## src/rtl/button_debounce_multi.sv

```systemverilog
// ---------------------------------------------------------------------------
// button_debounce_multi
//
// Multi-channel push-button conditioner. Each channel is independent:
// raw level -> 2-flop synchronizer -> stability counter -> debounced state,
// with registered one-cycle press/release pulses and a per-channel press
// counter (wrapping or saturating).
//
// Parameters
//   NUM_CH          number of channels (1..32)
//   DEBOUNCE_CYCLES synchronized cycles a new level must hold (1..65535)
//   CNT_W           width of each press counter (1..16)
//   SATURATE        0: press counter wraps, 1: press counter holds at all-ones
//
// Ports
//   CLK             clock, rising edge
//   i_Rst_N         asynchronous active-low reset
//   i_Button_Raw    raw asynchronous button levels, 1 = pressed
//   i_Clear_Count   synchronous clear of every press counter (wins over a press)
//   o_Button_State  debounced level per channel
//   o_Press_Pulse   one-cycle pulse, coincident with an accepted 0->1
//   o_Release_Pulse one-cycle pulse, coincident with an accepted 1->0
//   o_Press_Count   channel n count at [n*CNT_W +: CNT_W]
// ---------------------------------------------------------------------------
module button_debounce_multi #(
  parameter int unsigned NUM_CH          = 4,
  parameter int unsigned DEBOUNCE_CYCLES = 8,
  parameter int unsigned CNT_W           = 8,
  parameter int unsigned SATURATE        = 0
) (
  input  logic                    CLK,
  input  logic                    i_Rst_N,
  input  logic [NUM_CH-1:0]       i_Button_Raw,
  input  logic                    i_Clear_Count,
  output logic [NUM_CH-1:0]       o_Button_State,
  output logic [NUM_CH-1:0]       o_Press_Pulse,
  output logic [NUM_CH-1:0]       o_Release_Pulse,
  output logic [NUM_CH*CNT_W-1:0] o_Press_Count
);

  // Stability counter only has to reach DEBOUNCE_CYCLES-1.
  localparam int unsigned    StabW    = $clog2(DEBOUNCE_CYCLES + 1);
  localparam logic [StabW-1:0] StabLast = StabW'(DEBOUNCE_CYCLES - 1);
  localparam logic [CNT_W-1:0] CntMax   = {CNT_W{1'b1}};

  // Elaboration-time parameter range checks.
  if (NUM_CH < 1 || NUM_CH > 32) begin : g_bad_num_ch
    $error("NUM_CH out of range 1..32");
  end
  if (DEBOUNCE_CYCLES < 1 || DEBOUNCE_CYCLES > 65535) begin : g_bad_debounce
    $error("DEBOUNCE_CYCLES out of range 1..65535");
  end
  if (CNT_W < 1 || CNT_W > 16) begin : g_bad_cnt_w
    $error("CNT_W out of range 1..16");
  end
  if (SATURATE > 1) begin : g_bad_saturate
    $error("SATURATE must be 0 or 1");
  end

  for (genvar ch = 0; ch < NUM_CH; ch++) begin : g_ch
    logic             sync1_q;
    logic             sync2_q;
    logic [StabW-1:0] stab_q;
    logic [StabW-1:0] stab_d;
    logic             state_q;
    logic             state_d;
    logic             press_q;
    logic             press_d;
    logic             rel_q;
    logic             rel_d;
    logic [CNT_W-1:0] cnt_q;
    logic [CNT_W-1:0] cnt_d;
    logic             accept;

    always_comb begin
      accept  = 1'b0;
      stab_d  = '0;
      state_d = state_q;
      // Any cycle where the synchronized level matches the state restarts
      // the count, so only an unbroken run of DEBOUNCE_CYCLES is accepted.
      if (sync2_q != state_q) begin
        if (stab_q == StabLast) begin
          accept  = 1'b1;
          state_d = sync2_q;
        end else begin
          stab_d = stab_q + StabW'(1);
        end
      end

      // Pulses are registered alongside the state so they line up with it.
      press_d = accept & sync2_q;
      rel_d   = accept & ~sync2_q;

      cnt_d = cnt_q;
      if (i_Clear_Count) begin
        cnt_d = '0;
      end else if (press_d) begin
        if (SATURATE != 0 && cnt_q == CntMax) begin
          cnt_d = cnt_q;
        end else begin
          cnt_d = cnt_q + CNT_W'(1);
        end
      end
    end

    always_ff @(posedge CLK or negedge i_Rst_N) begin
      if (!i_Rst_N) begin
        sync1_q <= 1'b0;
        sync2_q <= 1'b0;
        stab_q  <= '0;
        state_q <= 1'b0;
        press_q <= 1'b0;
        rel_q   <= 1'b0;
        cnt_q   <= '0;
      end else begin
        sync1_q <= i_Button_Raw[ch];
        sync2_q <= sync1_q;
        stab_q  <= stab_d;
        state_q <= state_d;
        press_q <= press_d;
        rel_q   <= rel_d;
        cnt_q   <= cnt_d;
      end
    end

    assign o_Button_State[ch]               = state_q;
    assign o_Press_Pulse[ch]                = press_q;
    assign o_Release_Pulse[ch]              = rel_q;
    assign o_Press_Count[ch*CNT_W +: CNT_W] = cnt_q;
  end

endmodule

```

## config.mk

```make
export PLATFORM = sky130hd
export DESIGN_NAME = button_debounce_multi
export DESIGN_NICKNAME = d
export VERILOG_FILES = /design/src/rtl/button_debounce_multi.sv
export SDC_FILE = /design/constraint.sdc
export NUM_CORES = 1
export LEC_CHECK = 0
export BUFFER_PORTS_ARGS = -buffer_cell sky130_fd_sc_hd__buf_2
export CAP_MARGIN = 30
export CORE_MARGIN = 2
export CORE_UTILIZATION = 40
export DETAILED_ROUTE_END_ITERATION = 12
export GPL_TIMING_DRIVEN = 0
export SYNTH_ARGS = -nofsm -noshare
export SYNTH_HDL_FRONTEND = slang
export SYNTH_SLANG_ARGS = --single-unit
```

## constraint.sdc

```tcl
create_clock -name CLK -period 2.3 [get_ports CLK]
set_clock_uncertainty 0.1 [all_clocks]
set_input_delay 0.46 -clock CLK [delete_from_list [all_inputs] [get_ports CLK]]
set_output_delay 0.46 -clock CLK [all_outputs]
set_load 0.02 [all_outputs]
```

# After elaboration in Yosys (flattened, before gate mapping)
# Cells that the tools add are included.
# W data, S select, Z words.
[op_classes]
n_addsub = 8
eq_ne = 8
mux = 24
bitwise = 12
n_reduce_logical = 8
[ops]
columns = ["cell", "n"]
rows = [
  ["$mux W8", 8],
  ["$add A8 B1 Y8 const B", 4],
  ["$mux W4", 8],
  ["$add A4 B1 Y4 const B", 4],
  ["$eq A4 B3 Y1 const B", 4],
  ["$and A1 B1 Y1", 8],
  ["$mux W1", 8],
  ["$reduce_and A2 Y1", 4],
  ["$reduce_bool A2 Y1", 4],
  ["$ne A1 B1 Y1", 4],
  ["$not A1 Y1", 4],
]
[word_totals]
register_bits = 68
out_inout_bits = 44
elab_cells = 88

# Longest topological paths before layout
[depth]
ltp_word = 6
mapped_depth = 5
ltp_nobuf = 4

# Worst setup path after synthesis
# Ideal clock, no wire load.
[synth_path]
path_type = "register to register"
from = "register g_ch[1].stab_q[0]"
to = "register g_ch[1].cnt_q[5]"
setup_time_ps = 128
t_arrival_ps = 1446
slack_ps = 627
path_stages_with_launch = 6
period_less_slack_ps = 1673
cell_sequence = "dfrtp_1 -> ha_1 -> nand3b_1 -> buf_2 -> nor4_2 -> mux2_1"
[synth_via]
elab_chain_len = 5
[synth_lines]
columns = ["element", "line_no", "rtl"]
rows = [
  ["from (decl)", "63", "logic [StabW-1:0] stab_q;"],
  ["from (signal assigned)", "118", "stab_q <= stab_d;"],
  ["$eq A4 B3 Y1", "82", "if (stab_q == StabLast) begin"],
  ["$mux W1", "82", ""],
  ["$mux W1", "81", "if (sync2_q != state_q) begin"],
  ["$and A1 B1 Y1", "91", "press_d = accept & sync2_q;"],
  ["$reduce_bool A2 Y1 (no source line)", "-", ""],
  ["to (signal assigned)", "122", "cnt_q <= cnt_d;"],
  ["to (decl)", "71", "logic [CNT_W-1:0] cnt_q;"],
]
# No other way between the ends.
# A chain may end at the register's enable or synchronous reset.

# Worst setup path after layout
# Ends and elaborated chain as after synthesis.

==> impl_results.md <==
- Status: finished clean
- Die Ht: 93.7 um
- CP required: roughly 2.4 ns
- H-tree levels: 3
- Max Slew Vio Count: 0
- Final Hold Fails: 0
- Post-CTS setup buffer count: 0
- Area grow syn2layout: 18.5%
- CTS buffer count: 9
- Die area: 8780 um^2
- # fillers: 759
- Hold crit path type: input pin to async pin
- Crit path time final: 1.81 ns
- Layout cells sized above 1: 0.250
- Initial antenna violation count: 0
- Synthesized cell area: about 3200 um^2
- Global-route wire length before repair: 10900 um
- Setup repair after global routing missed its margin: false
- Vias in the first global route: 2303
- Nets: 370
- GR Util All Layers: 0.160
- Routed len/inst: ~14 um
- Startpoint types: flip-flop
- Remaining DRCs: 0
- IO Count: slightly above 50
- Routed Antenna Nets: 0
- Iteration count of the initial detailed-routing pass: 4
- Initial DRC count: 92
- Post-Synth XOR/XNOR Area: 0.0218
- # clock sinks: 68
- CTS Hold Bufs: 0
- Count of cell types in the netlist: 35
- Num rows: 32
- FMAX: between 500 and 600 MHz
- Detailed Route WL: roughly 6400 um
- Final RePlAce weighted congestion: 0.758
- Grt ovf: 0
- Die X: 93.7 um
- Largest family of logic cells by synthesized area: simple AND/OR/NAND/NOR gates
- Ys flop type: dfrtp_1
- CP bufs+invs: 1
- Worst Setup Path Type: flip-flop to flip-flop
- Worst reg2reg path startpoint: g_ch[1].stab_q[0]
- Largest net degree at the start of global routing: 69
- Setup-failing EPs final: 0
- Syn Inst Count: a little under 300
- Max Root-Sink Buffers: 2
- Initial Util: 0.414
- Simple-gate portion of the synthesized area: 0.236
- Synth Register Bits: 68
- Worst endpoint data arrival time: 1.94 ns
- Relative slew margins: 0.428
- Chain of cells forming the critical path: ha_1 -> nand3b_1 -> buf_2 -> nor4_2 -> mux2_1
- Syn avg cell area: around 11 um^2
- IR drop worst, VDD: 0.338 mV
- Buffers added on ports: 50
- CP max FO: 10
- Mux contribution to synthesized area: 0.0474
- Min Hold Slack: between 0.1 and 0.15 ns
- Post-DR vias/cell: ~5
- PD cells: 791 nW/um^2
- Sequential share of the synthesized area: 0.529
- Via Count: around 2.4k
- TritonCTS clock tree: built
- Hpwl dp: 4300 um
- Adder-Cell Fraction of Synth Area: 0.0311
- Worst skew pair latency: 0.34 ns
- Lkg Pwr: approximately 0.0019 uW
- Ant. Diodes: 0
- Maxcap violations: 0
- Finished Core Util: 0.491
- Worst-Margin Slew: 0.858 ns
- Reg clk slew, reported paths: 0.07 ns
- Final period utilization: 0.787
- CP startpoint: g_ch[1].stab_q[0]
- Largest delay share family, worst path: simple AND/OR/NAND/NOR gates
- Crit path largest cell delay: 0.37 ns
- Core area: 7770 um^2
- Synth Area in Compound Gates: 0.0859
- Synth warn: 0
- CP Capture Type: flip-flop
- Post-Synthesis Net Count: slightly above 300
- Async SR Flop Fraction: 1.00
- Root Driver: clkbuf_8
- Slowest-stage cell, CP: dfrtp_1
- Post-cts sizing count: 0
- Number of synthesized flops with an enable pin: 0
- Setup TNS: 0 ns
==> report_power, final <==
| part | leakage, uW | switching, uW | internal, uW |
|---|---|---|---|
| Sequential | 0.000920 | 133 | 1320 |
| Clock | 0.000113 | 437 | 635 |
| Combinational | 0.000893 | 248 | 251 |
==> cell usage after synthesis, types with 4 or more instances <==
cell type | number | area share
a21oi_1 | 24 | 0.037
buf_4 | 12 | 0.028
dfrtp_1 | 68 | 0.53
ha_1 | 8 | 0.031
inv_1 | 10 | 0.012
mux2_1 | 6 | 0.021
mux2_2 | 4 | 0.014
mux2i_1 | 4 | 0.012
nand2_1 | 11 | 0.013
nand3_1 | 9 | 0.014
nand3b_1 | 5 | 0.012
nand4_1 | 5 | 0.0097
nand4b_1 | 4 | 0.011
nor2_1 | 24 | 0.028
nor2b_1 | 12 | 0.023
nor3b_1 | 6 | 0.014
o21ai_0 | 10 | 0.016
o31ai_1 | 13 | 0.030
or3_1 | 8 | 0.016
or4_1 | 12 | 0.028
xnor2_1 | 8 | 0.022
==> logic make-up (layout without fill, tap and decap cells) <==
logic type / Yosys count / count (layout)
and+or+nand+nor: 118 / 118
muxes: 14 / 14
xor gates and xnor gates: 8 / 8
AOI/OAI and AO/OA: 48 / 48
DFF: 68 / 68
buffers and inverters: 30 / 96
adders and majority gates: 8 / 8
==> final cells by class <==
cell class                 instances  area (um^2)  share of cell area
buffer                            20          123              0.0321
multi-input combinational        196         1360               0.356
clock inverter                     5         75.1              0.0197
clock buffer                      11          141              0.0370
tap                              102          128              0.0334
inverter                          10         37.5             0.00984
timing repair buffer              50          253              0.0662
sequential                        68         1700               0.446
==> worst paths after layout <==
kind | cells past startpoint | slack [ns] | end
max | 5 | 0.49 | g_ch[1].cnt_q[5]
min | 1 | 0.12 | g_ch[2].state_q
max reg2reg | 5 | 0.49 | g_ch[1].cnt_q[5]
min reg2reg | 0 | 0.25 | g_ch[2].sync2_q
max in group asynchronous | 1 | 1.41 | g_ch[1].cnt_q[7]
min in group CLK | 1 | 0.12 | g_ch[0].sync1_q
==> cells in the final DEF, fill, tap and decap left out, types with 5 or more instances in the layout <==
master,synthesis,final
dfrtp_1,68,68
buf_2,2,51
nor2_1,24,24
a21oi_1,24,24
o31ai_1,13,13
buf_4,12,13
nor2b_1,12,12
or4_1,12,12
nand2_1,11,11
inv_1,10,10
o21ai_0,10,10
clkbuf_8,0,10
nand3_1,9,9
xnor2_1,8,8
or3_1,8,8
ha_1,8,8
nor3b_1,6,6
mux2_1,6,6
nand3b_1,5,5
nand4_1,5,5
==> through the flow <==
step                      instances  cell area (um^2)  power [uW]  worst slack, ns
after global placement          446              3600        1960            0.283
after global routing            462              3820        3200            0.287
after CTS                       462              3820        3060            0.472
after floorplan                 294              3220        1830            0.627
final                           462              3820        3020            0.490
after detailed placement        446              3600        1980            0.452
==> per-layer routing <==
| layer | vias up | part of all wire | GRT usage |
|---|---|---|---|
| met5 | - | 0 | 0 |
| met4 | 0 | 0.022 | 0.0870 |
| met3 | 12 | 0.049 | 0.0353 |
| met2 | 54 | 0.44 | 0.229 |
| met1 | 1139 | 0.49 | 0.226 |
| li1 | 1172 | - | - |
==> worst reg2reg max path: cells and delay by family, from the launching register on <==
family        cells  cell delay (ns)
flops             1             0.37
mux               1             0.34
buf+inv           1             0.20
fa+ha+maj         1             0.25
simple gates      2             0.45
==> state kept, by name (all words and copies together), names as in the netlist <==
signal and count:
g_ch.state_q 4, g_ch.cnt_q 32, g_ch.stab_q 16, g_ch.rel_q 4
g_ch.press_q 4, g_ch.sync2_q 4, g_ch.sync1_q 4
No activity file was read; power rests on OpenSTA's default activity.
